**src/rtl/mem_access_if.sv**
```systemverilog
// Request/response and data-memory bundle for the MEM-stage load/store unit.
// The master side is the pipeline plus memory; the slave side is mem_access_unit.
// Direction and reset behaviour are defined by the unit. The interface is wires only.
interface mem_access_if #(
  parameter int WORD_LEN = 32
);
  // pipeline request
  logic                req_valid;
  logic                req_ready;
  logic                req_we;
  logic [1:0]          req_size;
  logic                req_signed;
  logic [WORD_LEN-1:0] req_addr;
  logic [WORD_LEN-1:0] req_wdata;
  // completion
  logic                rsp_valid;
  logic [WORD_LEN-1:0] rsp_rdata;
  logic [1:0]          rsp_fault;
  // word-indexed data memory
  logic                mem_write_en;
  logic                mem_read_en;
  logic [WORD_LEN-1:0] mem_address;
  logic [WORD_LEN-1:0] mem_data_in;
  logic [WORD_LEN-1:0] mem_data_out;

  modport master (
    output req_valid, req_we, req_size, req_signed, req_addr, req_wdata, mem_data_out,
    input  req_ready, rsp_valid, rsp_rdata, rsp_fault,
           mem_write_en, mem_read_en, mem_address, mem_data_in
  );

  modport slave (
    input  req_valid, req_we, req_size, req_signed, req_addr, req_wdata, mem_data_out,
    output req_ready, rsp_valid, rsp_rdata, rsp_fault,
           mem_write_en, mem_read_en, mem_address, mem_data_in
  );
endinterface

```
**src/rtl/mem_access_unit.sv**
```systemverilog
// Load/store front end: byte/half/word requests to word memory accesses, with RMW for sub-word stores.
// Latency to rsp_valid after accept: fault 1, word store 2, load 3, sub-word store 4 cycles.
// One request in flight; req_ready only in IDLE, so a held request waits until the unit is free.
module mem_access_unit #(
  parameter int WORD_LEN  = 32,
  parameter int MEM_WORDS = 1024
) (
  input  logic        clk,
  input  logic        reset,   // asynchronous, active low
  mem_access_if.slave bus
);

  localparam logic [1:0] SZ_BYTE = 2'b00;
  localparam logic [1:0] SZ_HALF = 2'b01;
  localparam logic [1:0] SZ_WORD = 2'b10;

  localparam logic [1:0] F_OK    = 2'b00;
  localparam logic [1:0] F_ALIGN = 2'b01;
  localparam logic [1:0] F_RANGE = 2'b10;
  localparam logic [1:0] F_SIZE  = 2'b11;

  typedef enum logic [2:0] {
    S_IDLE,
    S_READ,
    S_WAIT,
    S_WRITE,
    S_RESP
  } state_t;

  state_t state, state_nxt;

  logic                we_q;
  logic [1:0]          size_q;
  logic                signed_q;
  logic [WORD_LEN-1:0] addr_q;
  logic [WORD_LEN-1:0] word_q;   // store word, or merged word for a sub-word store

  logic                accept;
  logic [1:0]          fault_now;

  // Replace only the addressed lane(s) of the old word; untouched bytes survive exactly.
  function automatic logic [WORD_LEN-1:0] merge_lane(
    input logic [WORD_LEN-1:0] old_word,
    input logic [WORD_LEN-1:0] wdata,
    input logic [1:0]          size,
    input logic [1:0]          off
  );
    logic [WORD_LEN-1:0] m;
    m = old_word;
    case (size)
      SZ_BYTE: m[{off, 3'b000} +: 8]        = wdata[7:0];
      SZ_HALF: m[{off[1], 4'b0000} +: 16]   = wdata[15:0];
      default: m                            = wdata;
    endcase
    return m;
  endfunction

  // Shift the addressed lane down to bit 0 and extend it.
  function automatic logic [WORD_LEN-1:0] extract_lane(
    input logic [WORD_LEN-1:0] raw,
    input logic [1:0]          size,
    input logic                sgn,
    input logic [1:0]          off
  );
    logic [7:0]  b;
    logic [15:0] h;
    logic [WORD_LEN-1:0] r;
    b = raw[{off, 3'b000} +: 8];
    h = raw[{off[1], 4'b0000} +: 16];
    case (size)
      SZ_BYTE: r = sgn ? {{(WORD_LEN-8){b[7]}}, b}   : {{(WORD_LEN-8){1'b0}}, b};
      SZ_HALF: r = sgn ? {{(WORD_LEN-16){h[15]}}, h} : {{(WORD_LEN-16){1'b0}}, h};
      default: r = raw;
    endcase
    return r;
  endfunction

  // Fault classification of the incoming request, highest priority first.
  always_comb begin
    fault_now = F_OK;
    if (bus.req_size == F_SIZE) begin
      fault_now = F_SIZE;
    end else if ((bus.req_size == SZ_HALF && bus.req_addr[0]) ||
                 (bus.req_size == SZ_WORD && bus.req_addr[1:0] != 2'b00)) begin
      fault_now = F_ALIGN;
    end else if ({2'b00, bus.req_addr[WORD_LEN-1:2]} >= WORD_LEN'(MEM_WORDS)) begin
      fault_now = F_RANGE;
    end
  end

  assign accept = bus.req_valid && bus.req_ready;

  // State register; reset abandons any access in progress.
  always_ff @(posedge clk or negedge reset) begin
    if (!reset) state <= S_IDLE;
    else        state <= state_nxt;
  end

  // Next-state selection and state-decoded handshake/memory outputs.
  always_comb begin
    state_nxt        = state;
    bus.req_ready    = 1'b0;
    bus.rsp_valid    = 1'b0;
    bus.mem_read_en  = 1'b0;
    bus.mem_write_en = 1'b0;
    bus.mem_address  = '0;
    bus.mem_data_in  = '0;
    case (state)
      S_IDLE: begin
        bus.req_ready = reset;
        if (accept) begin
          if (fault_now != F_OK)                          state_nxt = S_RESP;
          else if (bus.req_we && bus.req_size == SZ_WORD) state_nxt = S_WRITE;
          else                                            state_nxt = S_READ;
        end
      end
      S_READ: begin
        bus.mem_read_en = 1'b1;
        bus.mem_address = {2'b00, addr_q[WORD_LEN-1:2]};
        state_nxt       = S_WAIT;
      end
      S_WAIT: begin
        state_nxt = we_q ? S_WRITE : S_RESP;
      end
      S_WRITE: begin
        bus.mem_write_en = 1'b1;
        bus.mem_address  = {2'b00, addr_q[WORD_LEN-1:2]};
        bus.mem_data_in  = word_q;
        state_nxt        = S_RESP;
      end
      S_RESP: begin
        bus.rsp_valid = 1'b1;
        state_nxt     = S_IDLE;
      end
      default: state_nxt = S_IDLE;
    endcase
  end

  // Request latch, RMW merge and registered response payload.
  always_ff @(posedge clk or negedge reset) begin
    if (!reset) begin
      we_q          <= 1'b0;
      size_q        <= 2'b00;
      signed_q      <= 1'b0;
      addr_q        <= '0;
      word_q        <= '0;
      bus.rsp_rdata <= '0;
      bus.rsp_fault <= F_OK;
    end else begin
      case (state)
        S_IDLE: begin
          if (accept) begin
            we_q     <= bus.req_we;
            size_q   <= bus.req_size;
            signed_q <= bus.req_signed;
            addr_q   <= bus.req_addr;
            word_q   <= bus.req_wdata;
            if (fault_now != F_OK) begin
              bus.rsp_rdata <= '0;
              bus.rsp_fault <= fault_now;
            end
          end
        end
        S_WAIT: begin
          if (we_q) begin
            word_q <= merge_lane(bus.mem_data_out, word_q, size_q, addr_q[1:0]);
          end else begin
            bus.rsp_rdata <= extract_lane(bus.mem_data_out, size_q, signed_q, addr_q[1:0]);
            bus.rsp_fault <= F_OK;
          end
        end
        S_WRITE: begin
          bus.rsp_rdata <= '0;
          bus.rsp_fault <= F_OK;
        end
        default: ;
      endcase
    end
  end

endmodule

```
**src/flat_wrapper.sv**
```systemverilog
// flat-port wrapper written by rule: the top's interface ports become plain ports
module mem_access_unit_flat 
#(
  parameter int WORD_LEN  = 32,
  parameter int MEM_WORDS = 1024
)
  (clk, reset, bus_req_valid, bus_req_we, bus_req_size, bus_req_signed, bus_req_addr, bus_req_wdata, bus_mem_data_out, bus_req_ready, bus_rsp_valid, bus_rsp_rdata, bus_rsp_fault, bus_mem_write_en, bus_mem_read_en, bus_mem_address, bus_mem_data_in);
  mem_access_if #(.WORD_LEN(WORD_LEN)) bus_i ();
  input  logic clk;
  input  logic reset;
  input wire logic [$bits(bus_i.req_valid)-1:0] bus_req_valid;
  input wire logic [$bits(bus_i.req_we)-1:0] bus_req_we;
  input wire logic [$bits(bus_i.req_size)-1:0] bus_req_size;
  input wire logic [$bits(bus_i.req_signed)-1:0] bus_req_signed;
  input wire logic [$bits(bus_i.req_addr)-1:0] bus_req_addr;
  input wire logic [$bits(bus_i.req_wdata)-1:0] bus_req_wdata;
  input wire logic [$bits(bus_i.mem_data_out)-1:0] bus_mem_data_out;
  output wire logic [$bits(bus_i.req_ready)-1:0] bus_req_ready;
  output wire logic [$bits(bus_i.rsp_valid)-1:0] bus_rsp_valid;
  output wire logic [$bits(bus_i.rsp_rdata)-1:0] bus_rsp_rdata;
  output wire logic [$bits(bus_i.rsp_fault)-1:0] bus_rsp_fault;
  output wire logic [$bits(bus_i.mem_write_en)-1:0] bus_mem_write_en;
  output wire logic [$bits(bus_i.mem_read_en)-1:0] bus_mem_read_en;
  output wire logic [$bits(bus_i.mem_address)-1:0] bus_mem_address;
  output wire logic [$bits(bus_i.mem_data_in)-1:0] bus_mem_data_in;
  assign bus_i.req_valid = bus_req_valid;
  assign bus_i.req_we = bus_req_we;
  assign bus_i.req_size = bus_req_size;
  assign bus_i.req_signed = bus_req_signed;
  assign bus_i.req_addr = bus_req_addr;
  assign bus_i.req_wdata = bus_req_wdata;
  assign bus_i.mem_data_out = bus_mem_data_out;
  assign bus_req_ready = bus_i.req_ready;
  assign bus_rsp_valid = bus_i.rsp_valid;
  assign bus_rsp_rdata = bus_i.rsp_rdata;
  assign bus_rsp_fault = bus_i.rsp_fault;
  assign bus_mem_write_en = bus_i.mem_write_en;
  assign bus_mem_read_en = bus_i.mem_read_en;
  assign bus_mem_address = bus_i.mem_address;
  assign bus_mem_data_in = bus_i.mem_data_in;
  mem_access_unit #(.WORD_LEN(WORD_LEN), .MEM_WORDS(MEM_WORDS)) u_core (.clk(clk), .reset(reset), .bus(bus_i));
endmodule
```
**config.mk**
```make
export PLATFORM = sky130hd
export DESIGN_NAME = mem_access_unit_flat
export DESIGN_NICKNAME = d
export VERILOG_FILES = /design/src/rtl/mem_access_if.sv /design/src/rtl/mem_access_unit.sv /design/src/flat_wrapper.sv
export SDC_FILE = /design/constraint.sdc
export NUM_CORES = 1
export LEC_CHECK = 0
export ABC_AREA = 1
export CORE_UTILIZATION = 52
export DETAILED_ROUTE_END_ITERATION = 10
export PLACE_DENSITY = 0.92
export SYNTH_ARGS = -nofsm -noshare
export SYNTH_HDL_FRONTEND = slang
export SYNTH_SLANG_ARGS = --single-unit
```
**constraint.sdc**
```tcl
create_clock -name clk -period 4.2 [get_ports clk]
set_input_delay 0.42 -clock clk [delete_from_list [all_inputs] [get_ports clk]]
set_output_delay 0.42 -clock clk [all_outputs]
set_load 0.02 [all_outputs]
```
; After elaboration in Yosys (flattened, before gate mapping)
; Index checks and enable logic that the tools add are counted.
[word_totals]
ff_bits = 105
inputBits = 103
out_inout_bits = 102
word_cells = 76
[classes]
addsub = 2
magnitude_cmp = 1
eq_ne = 13
shift = 6
n_mux = 31
n_reduce_logical = 15
[op_table]
columns = op, count
row1 = $mux 32, 8
row2 = $pmux 32 s2, 3
row3 = $pmux 32 s3, 1
row4 = $bwmux 32, 2
row5 = $shift 16x7->32 const A, 1
row6 = $shift 8x7->32 const A, 1
row7 = $shiftx 16x7->32, 1
row8 = $shiftx 32x6->16, 1
row9 = $shiftx 32x6->8, 1
row10 = $shiftx 8x7->32, 1
row11 = $ge 30x11->1 const B, 1
row12 = $mux 30, 1
row13 = $mux 2, 7
row14 = $neg 5->7, 2
row15 = $pmux 3 s4, 1
row16 = $mux 3, 3
row17 = $reduce_and 4->1, 2
row18 = $eq 3x2->1 const B, 2
row19 = $ne 2x1->1 const B, 3
row20 = $pmux 2 s3, 1
row21 = $reduce_bool 2->1, 3
row22 = $eq 2x1->1 const B, 2
row23 = $eq 2x2->1 const B, 2
row24 = $logic_and 1x1->1, 4
row25 = 11 further kinds, 14

; Logic depth before layout (Yosys ltp)
; Gate-level depths: netlist (run 1).
[depth]
ltp_word = 9
depth_mapped = 13
mapped_depth_nobuf = 12

; Worst setup path after synthesis (run 1)
; OpenSTA, ideal clock, no wires.
[synth_timing]
path_type = register -> output
from = register u_core.state[0]
to = output bus_mem_address[0]
t_arrival_ns = 1.751
required_ns = 3.780
slack_ns = 2.029
path_stages_with_launch = 7
path_buffers = 1
cell_sequence = dfrtp_1 inv_2 nor3_1 or2_2 inv_1 buf_2 nor2_1
[synth_via]
elab_chain_len = 3
elab_cells_between_ends = 4
cone_classes = 2 x eq/ne / 1 x mux / 1 x reduce/logical
[synth_rtl]
columns = item, line_no
row1 = start: declaration, mem_access_unit.sv:30  ; state_t state, state_nxt;
row2 = start signal: assignment, mem_access_unit.sv:96  ; else state <= state_nxt;
row3 = $eq 3x1->1 / $eq 3x2->1 (equally long branches), mem_access_unit.sv:108  ; case (state)
row4 = $reduce_or 2->1 (no line) (*), --
row5 = $mux 30 (*), mem_access_unit.sv:108
row6 = end: declaration, flat_wrapper.sv:24  ; output wire logic [$bits(bus_i.mem_address)-1:0] bus_mem_address;
; Mark *: on every way between the ends. The rest lies on a longest branch, timed or not.

; Final worst setup path (run 1)
[layout_timing]
from = register u_core.state[2]
to = output bus_mem_address[7]
; The elaborated chain is that of the path after synthesis.

==> results.txt, run 1 <==
- The finished cells cover ~9000 um2.
- Global-route wire length before repair: 32640 um
- Layout Cells excl Fill: between 1000 and 1500
- Cell Area, Synth: roughly 6700 um2
- For the worst setup path, the data required time is 3.78 ns.
* Slew headroom: between 20 and 30%
- Post-route clock period utilization: 76.49%
- Internal Power: about 2.4 mW
- Clock power share: 22.2%
- Cells with a size suffix above 1 make up 4.565% of the layout.
- Critical Path Max Stage Delay: 0.70 ns
- The initial utilization of the core area, before any placement, comes to ~53%.
- I/O pin count: ~210
- Total count of hold-check failures in the final report: 0
- After clock tree synthesis, the clock-pin slew on the worst setup and hold paths is ~0.070 ns.
- The clock passes through at most 2 buffers.
- Final HPWL from detailed placement: 15980 um
* Worst R2R End: u_core.word_q[17]$_DFFE_PN0P_
- Kind of start point of the critical path: register
* Number of placed instances with taps included: about 1300
- Number of clock sinks seen by CTS: 105
- The clock arrives with 0.008070 ns of skew.
- Each instance of the synthesized netlist takes up on average 6.717 um2.
* Launching instance or port of the critical path: u_core.state[2]$_DFFE_PN0N_
- Counting stages on the worst path, the most repeated cell is nor2_1.
* Hold crit path type: in2async
- In this run, flip-flops and latches consume 37.6% of the power.
- Cell area reported after detailed placement: 8650 um2
- The initial antenna violation count came to 0.
* Maximum number of pins on one net before global-route repair: 72
- Width of the die: about 120 um
- RSZ-0062 raised after global routing: no
- Clock Tree Root: clkbuf_16
- Result of the run: finished clean
* Crit Path Category: reg2out
- Post-CTS sizing: 0
- Floorplan die area: 13280 um2
- Arrival time at the worst endpoint: approximately 2.8 ns
- Timing would allow up to 311.3 MHz.
- Across all layers, the routed design uses a little under 7000 vias.
* Capturing instance or port of the critical path: bus_mem_address[7]
* Logic depth of the worst register-to-register path: 8
- Counting I/O delays and the setup requirement, the final critical path takes 3.212 ns.
- Worst vdd rail ir drop: 0.2917 mV
- For the final routed database, the setup TNS stands at 0 ns.
- Counting every instance in the synthesized netlist gives between 900 and 1000.
- GPL Wtd Cong: 0.9782
- Across every metal layer, demand over resource in global routing totals between 30 and 40%.
- Inserted Clock Buffers: 9
* Ys Warns: 0
- Wires add up to 21100 um.
- Number of buffers inserted by port buffering: 202
* Fraction of power spent switching nets: between 40 and 50%
- Number of iterations in the first detailed-routing pass: 5
- In the routed layout, each cell is associated on average with a via count of 5.201.
* Core Box Area: 12570 um2
* Antenna diode instance count: 0
- Across all register-to-register paths, the minimum setup slack is 1.44 ns.
* Power per Cell Area: 468.0 nW/um2
- Number of nets in the layout: 1265
- Htree depth: 3
- Final Max Slew Viols: 0
- Across the run, the number of max-cap violations was 0.
- Origin of the critical flop-to-flop path: u_core.addr_q[1]$_DFFE_PN0P_
- DRC violations left: 0
- Minimum hold slack: between 0.2 and 0.25 ns
- In this run, synthesis produced a sequential element count of 105.
- The floorplan has 41 rows.
- Die Y: 115.3 um
- Layout overhead on the synthesized area: 34.55%
- The via count of the first global-routing pass came to approximately 6500.
- For the pin with the worst max-slew slack, the measured transition is 1.069 ns.
* Endpoint kind of the worst setup timing path: primary output
- In this run, the number of DRC markers left after iteration 0 of detailed routing was 615.
* Leak Pwr: 4.409 nW
- In this run the power spent charging and discharging nets is 1.780 mW.
* WL/cell: 15.83 um
- Hold Buf Count CTS: 0
- Clock latency of the later-clocked register in the worst-skew pair: 0.36 ns
* Number of unique standard cell types used by synthesis: 37
- The detail route stage leaves a number of antenna-violating nets equal to 0.
- CTS tree: yes
- For this design, the slowest cell found on the critical path is inv_1.
- Setup violations remaining at the end of the flow were counted as 0.
* Combinational fraction of design power: 40.2%
* Maximum fanout encountered on the critical timing path: 30
* Cells along the critical path: inv_2 > nand2_1 > nor2_1 > or2_2 > inv_1 > nor2_1 > clkdlybuf4s50_1
* Portion of the post-synthesis area used by sequential elements: 39.39%
- Post-CTS repair timing setup buffer count: 0
- Global routing finished with a remaining overflow of 0.
metrics by stage:
step                      setup slack [ns]  total power, mW  utilization (%)
after floorplan                      2.029            2.829                -
after global placement               1.467            3.198            68.82
after detailed placement             1.411            3.249            68.82
after CTS                            1.010            4.182            71.41
after global routing                0.8054            4.488            71.41
final                               0.9875            4.200            71.41
power by group through the flow:
stage / Combinational (mW) / Sequential, mW / Clock (mW)
after floorplan: 1.36 / 1.47 / 0
after global placement: 1.63 / 1.57 / 0
after detailed placement: 1.66 / 1.59 / 0
after CTS: 1.67 / 1.57 / 0.939
after global routing: 1.90 / 1.62 / 0.977
final: 1.69 / 1.58 / 0.934
cell usage after synthesis:
cell type  count  area share (%)
nand2_1      316              18
inv_1        142             8.0
dfrtp_1      105              39
o21ai_0       94             7.1
nor2_1        89             5.0
nand3_1       66             5.0
a21oi_1       30             2.3
clkbuf_1      23             1.3
buf_2         17             1.3
o211ai_1      16             1.8
o22ai_1       16             1.5
o21ai_1       11            0.83
buf_6          8             1.4
inv_2          6            0.34
ha_1           5            0.94
nor2_4         5            0.84
buf_4          4            0.45
nand2_4        4            0.68
nand3b_1       4            0.45
o221ai_1       4            0.53
buf_1          3            0.17
nand2_2        3            0.28
or2_2          3            0.28
inv_4          2            0.19
nand3_4        2            0.53
nand4_1        2            0.19
nor2_2         2            0.19
nor3_1         2            0.15
and2_1         1           0.094
clkinv_1       1           0.056
conb_1         1           0.056
mux2_2         1            0.17
nand3_2        1            0.15
nor2_8         1            0.30
nor3_2         1            0.15
o21ai_4        1            0.24
o21bai_1       1            0.11
registers in the layout, indices dropped and copies added (netlist names):
register / count
u_core.addr_q: 32
u_core.bus.rsp_rdata: 32
u_core.word_q: 32
u_core.state: 3
u_core.bus.rsp_fault: 2
u_core.size_q: 2
u_core.signed_q: 1
u_core.we_q: 1
final cells by class:
type                       count  area, um2
fill                        1056       3593
clock inverter                 5      86.33
inverter                     151      571.8
clock buffer                  10      239.0
timing repair buffer         207       2057
sequential                   105       2628
multi-input combinational    683       3178
tap                          172      215.2
per-layer routing:
metal | part of all wire, % | global-route usage [%] | routed length, um
met1 | 42 | 41.71 | 8914
met2 | 46 | 54.42 | 9709
met3 | 9.0 | 6.642 | 1889
met4 | 2.8 | 11.95 | 583
met5 | 0 | 0 | 0
how the worst min path moves through the flow:
stage / endpoint / slack (ns) / depth (start not counted)
floorplan: u_core.addr_q[0]$_DFFE_PN0P_ / 0.12 / 0
global placement: u_core.bus.rsp_fault[0]$_DFFE_PN0P_ / 0.47 / 2
detailed placement: u_core.bus.rsp_rdata[1]$_DFFE_PN0P_ / 0.47 / 2
CTS: u_core.word_q[27]$_DFFE_PN0P_ / 0.23 / 2
global route: u_core.word_q[28]$_DFFE_PN0P_ / 0.25 / 2
finish: u_core.word_q[27]$_DFFE_PN0P_ / 0.21 / 2
placed cells by master (no fill, tap or decap):
master	netlist	final
nand2_1	316	316
clkdlybuf4s50_1	0	201
inv_1	142	142
dfrtp_1	105	105
o21ai_0	94	94
nor2_1	89	89
nand3_1	66	66
a21oi_1	30	30
o22ai_1	16	16
o211ai_1	16	16
o21ai_1	11	11
clkbuf_16	0	9
inv_2	6	6
buf_4	4	6
nor2_4	5	5
ha_1	5	5
nand2_4	4	4
o221ai_1	4	4
nand3b_1	4	4
or2_2	3	3
nand2_2	3	3
nor3_1	2	2
inv_4	2	2
nor2_2	2	2
nand3_4	2	2
nand4_1	2	2
conb_1	1	2
bufinv_16	0	2
inv_6	0	2
nand3_2	1	1
o21ai_4	1	1
nor3_4	0	1
mux2_2	1	1
and2_1	1	1
o21bai_1	1	1
clkinv_1	1	1
nor2_8	1	1
clkinv_4	0	1
clkbuf_8	0	1
cell families after synthesis:
logic type	synth area share (%)
fa+ha+maj	0.9379
compound gates	14.31
flops	39.39
other cells	0.05622
buf+inv	13.11
mux	0.1688
simple gates	32.02
critical path, delay by kind of cell, from the launching register on:
family	cells	cell delay, ns
AND/OR/NAND/NOR	4	0.65
buffers and inverters	3	1.36
flip-flops	1	0.42
(Power assumes the default switching activity.)
==> inputs of run 2 (changes only) <==
- CORE_UTILIZATION: 52 -> 48
- PLACE_DENSITY: 0.92 -> 0.86
- clock period: 4.2 -> 3.2 ns (I/O delays scaled with it)
==> run 2 against run 1 <==
Non-clock buffer count rose by 5. Routed wire length decreased by 1.0%. Final cell count is 0.68% higher. Die area rose by 8.2%. Core utilization down 4.0 points. Setup slack lost 0.83 ns. Clock-buffer cell count up 1. Largest cell class unchanged.
==> results.txt, run 2 (synthesis results as in run 1) <==
- MaxCap Viol Count: 0 (unchanged)
* Initial cell density of the core: 49.78% (-3.3 points)
- The deepest clock path buffer count was 2 (unchanged).
- WL/cell: 15.56 um (-1.7%)
* Worst-path clk slew: 0.07 ns (about the same)
* Hold Buf Count CTS: 0 (unchanged)
* Area occupied by registers: 2628 um2 (unchanged)
* Detail Route Antenna Nets: 0 (unchanged)
- The sum of routed wire length over all layers was 20880 um (-1.0%).
- Arrival time at the worst endpoint: 2.73 ns (-0.06 ns)
- The via density per instance was 5.252 (+0.98%).
- The peak supply drop came to 0.4067 mV (+39%).
- The footprint of the multi-input gates came to 3178 um2 (unchanged).
* Switching power of the nets: 2.340 mW (+31%)
- Clock latency of the later-clocked register in the worst-skew pair: 0.35 ns (about the same)
- Cell family contributing the most delay on the critical path: buffers and inverters
- The number of filler instances in the final layout came to 1177 (+11%).
* GPL Wtd Cong: 0.9737 (-0.46%)
- The die outline area came to 14370 um2 (+8.2%).
- The worst register-to-register path begins at u_core.addr_q[1]$_DFFE_PN0P_.
* Number of clock sinks seen by CTS: 105 (unchanged)
- Clock power share: 22.2% (about the same)
* Req. time, crit path: 2.88 ns (-0.90 ns)
- Power per Cell Area: 616.2 nW/um2 (+32%)
* Internal Power: 3.226 mW (+33%)
- The part of the power in combinational logic was 42.0% (+1.8 points).
- Post-CTS repair timing setup buffer count: 0 (unchanged)
- Core Box Area: 13400 um2 (+6.6%)
- The biggest cell delay along the critical path came to 0.66 ns (-0.04 ns).
- Slowest cell on the critical path: inv_1
- The final-report setup violation count is 0 (unchanged).
- Minimum hold slack: 0.1238 ns (-0.08423 ns)
- The fraction of power spent switching nets is 42.04% (-0.35 points).
- Tracing the worst setup path back leads to its startpoint at u_core.state[2]$_DFFE_PN0N_.
- Commonest non-fill, non-tap cell in the layout: nand2_1
- The maximum fanout along the worst path is 30 (unchanged).
- CTS tree: yes
* Global route total overflow: 0 (unchanged)
- Cell row count: 42 (+2.4%)
* Setup Skew: 0.005138 ns (-0.002932 ns)
* Maximum number of pins on one net before global-route repair: 61 (-15%)
* Fraction of layout instances using a drive strength above 1: 4.974% (+0.41 points)
- Global-route wire length before repair: 33200 um (+1.7%)
- The number of buffer and inverter instances along the worst setup path came to 3 (unchanged).
- RSZ-0062 raised after global routing: yes
- Width of the die: 119.9 um (+4.0%)
* Inserted Clock Buffers: 9 (unchanged)
- The pin slew with the least headroom to its limit came to 0.9587 ns (-0.1106 ns).
* Die Y: 119.9 um (+4.0%)
* Clock Tree Root: clkbuf_16
* I/O pin count: 205 (unchanged)
- Leak Pwr: 4.436 nW (+0.60%)
- The count of H-tree levels built during CTS came to 3 (unchanged).
* Minimum clock period after layout: 3.046 ns
* Number of iterations in the first detailed-routing pass: 5 (unchanged)
- The final hold violation count came to 0 (unchanged).
- The max-slew violation total from the final report came to 0 (unchanged).
- Derived from the worst setup path, the maximum achievable clock frequency is 328.3 MHz.
- The cell that appears most often on the critical path is nor2_1.
* Layout overhead on the synthesized area: 35.43%
- The global-route usage over all layers came to 29.83% (-2.7 points).
- The run finished with clean final reports.
- Post-Route Utilization: 67.41% (-4.0 points)
- Top flop regs: u_core.addr_q x32, u_core.bus.rsp_rdata x32, u_core.word_q x32
- The number of diodes added for antenna fixing was 0 (unchanged).
* Kind of start point of the critical path: register
* DRC violations left: 0 (unchanged)
- The net count of the finished layout came to 1270 (+0.40%).
* Number of buffers inserted by port buffering: 202 (unchanged)
- The sequential share of power is 35.8% (-1.8 points).
- The initial antenna violation count was 0 (unchanged).
- Leaving out fill and tap cells, the most frequent cells in the layout are 316 x nand2_1, 201 x clkdlybuf4s50_1, 142 x inv_1.
* Number of placed instances with taps included: 1327 (+0.68%)
- Crit Path Category: reg2out
- Vias in the first global route: 6718 (+2.9%)
* Layout Cells excl Fill: 1342 (+0.68%)
- Cells along the critical path: inv_2 > nand2_1 > nor2_1 > or2_2 > inv_1 > nor2_1 > clkdlybuf4s50_1
- Post-CTS sizing: 0 (unchanged)
- Final HPWL from detailed placement: 15910 um (-0.47%)
* Post-route clock period utilization: between 90% and 100%
- STA classifies the critical path endpoint as a primary output.
- The detailed router's first-iteration violation count came to 585 (-4.9%).
- Hold crit path type: in2async
- Vias: 7048 (+1.7%)
- Slew headroom: 36.02% (+7.5 points)
==> run 2: changes by cell type in the layout (fill, tap and decap cells not counted), sizes merged <==
cell,before,now
buf,6,11
inv,152,150
clkbuf,10,11
clkinvlp,0,1
==> run 2: power by group through the flow <==
stage          clock network [mW]  logic [mW]  registers (mW)
2_1_floorplan                   0        1.78            1.93
3_3_place_gp                    0        2.27            1.99
3_5_place_dp                    0        2.30            2.01
4_1_cts                      1.25        2.32            1.99
5_1_grt                      1.29        2.64            2.04
6_report                     1.24        2.34            1.99
==> run 2: cell type report <==
cell class                      count  share of cell area (%)
Multi-Input combinational cell    683                   35.18
Timing Repair Buffer              212                   23.32
Tap cell                          176                   2.438
Inverter                          151                   6.330
Clock buffer                       11                   2.798
Clock inverter                      4                  0.8449
Sequential cell                   105                   29.09
==> run 2: layer usage <==
layer | vias to the layer above | share of wire [%] | track usage (%)
li1 | 3436 | - | -
met1 | 3226 | 42 | 38.76
met2 | 347 | 46 | 48.12
met3 | 39 | 9.6 | 6.606
met4 | 0 | 3.1 | 12.11
met5 | - | 0 | 0
==> run 2: worst paths after layout <==
kind / depth (start not counted) / to / slack, ns
min: 2 / u_core.word_q[26]$_DFFE_PN0P_ / 0.12
max reg2reg: 9 / u_core.word_q[30]$_DFFE_PN0P_ / 0.87
max: 7 / bus_mem_address[14] / 0.15
min in group clk: 2 / u_core.bus.rsp_rdata[6]$_DFFE_PN0P_ / 0.48
min reg2reg: 2 / u_core.bus.rsp_rdata[6]$_DFFE_PN0P_ / 0.48
max in group asynchronous: 2 / u_core.addr_q[22]$_DFFE_PN0P_ / 2.56
==> run 2: metrics by stage <==
step                instance area [um2]  worst slack (ns)  power (mW)  TNS, ns
finish                             9034            0.1539       5.567        0
detailed placement                 8705            0.5247       4.308        0
global route                       9034          -0.04294       5.966  -0.2114
global placement                   8705            0.6401       4.253        0
floorplan                          6674             1.129       3.714        0
CTS                                9034            0.1375       5.554        0
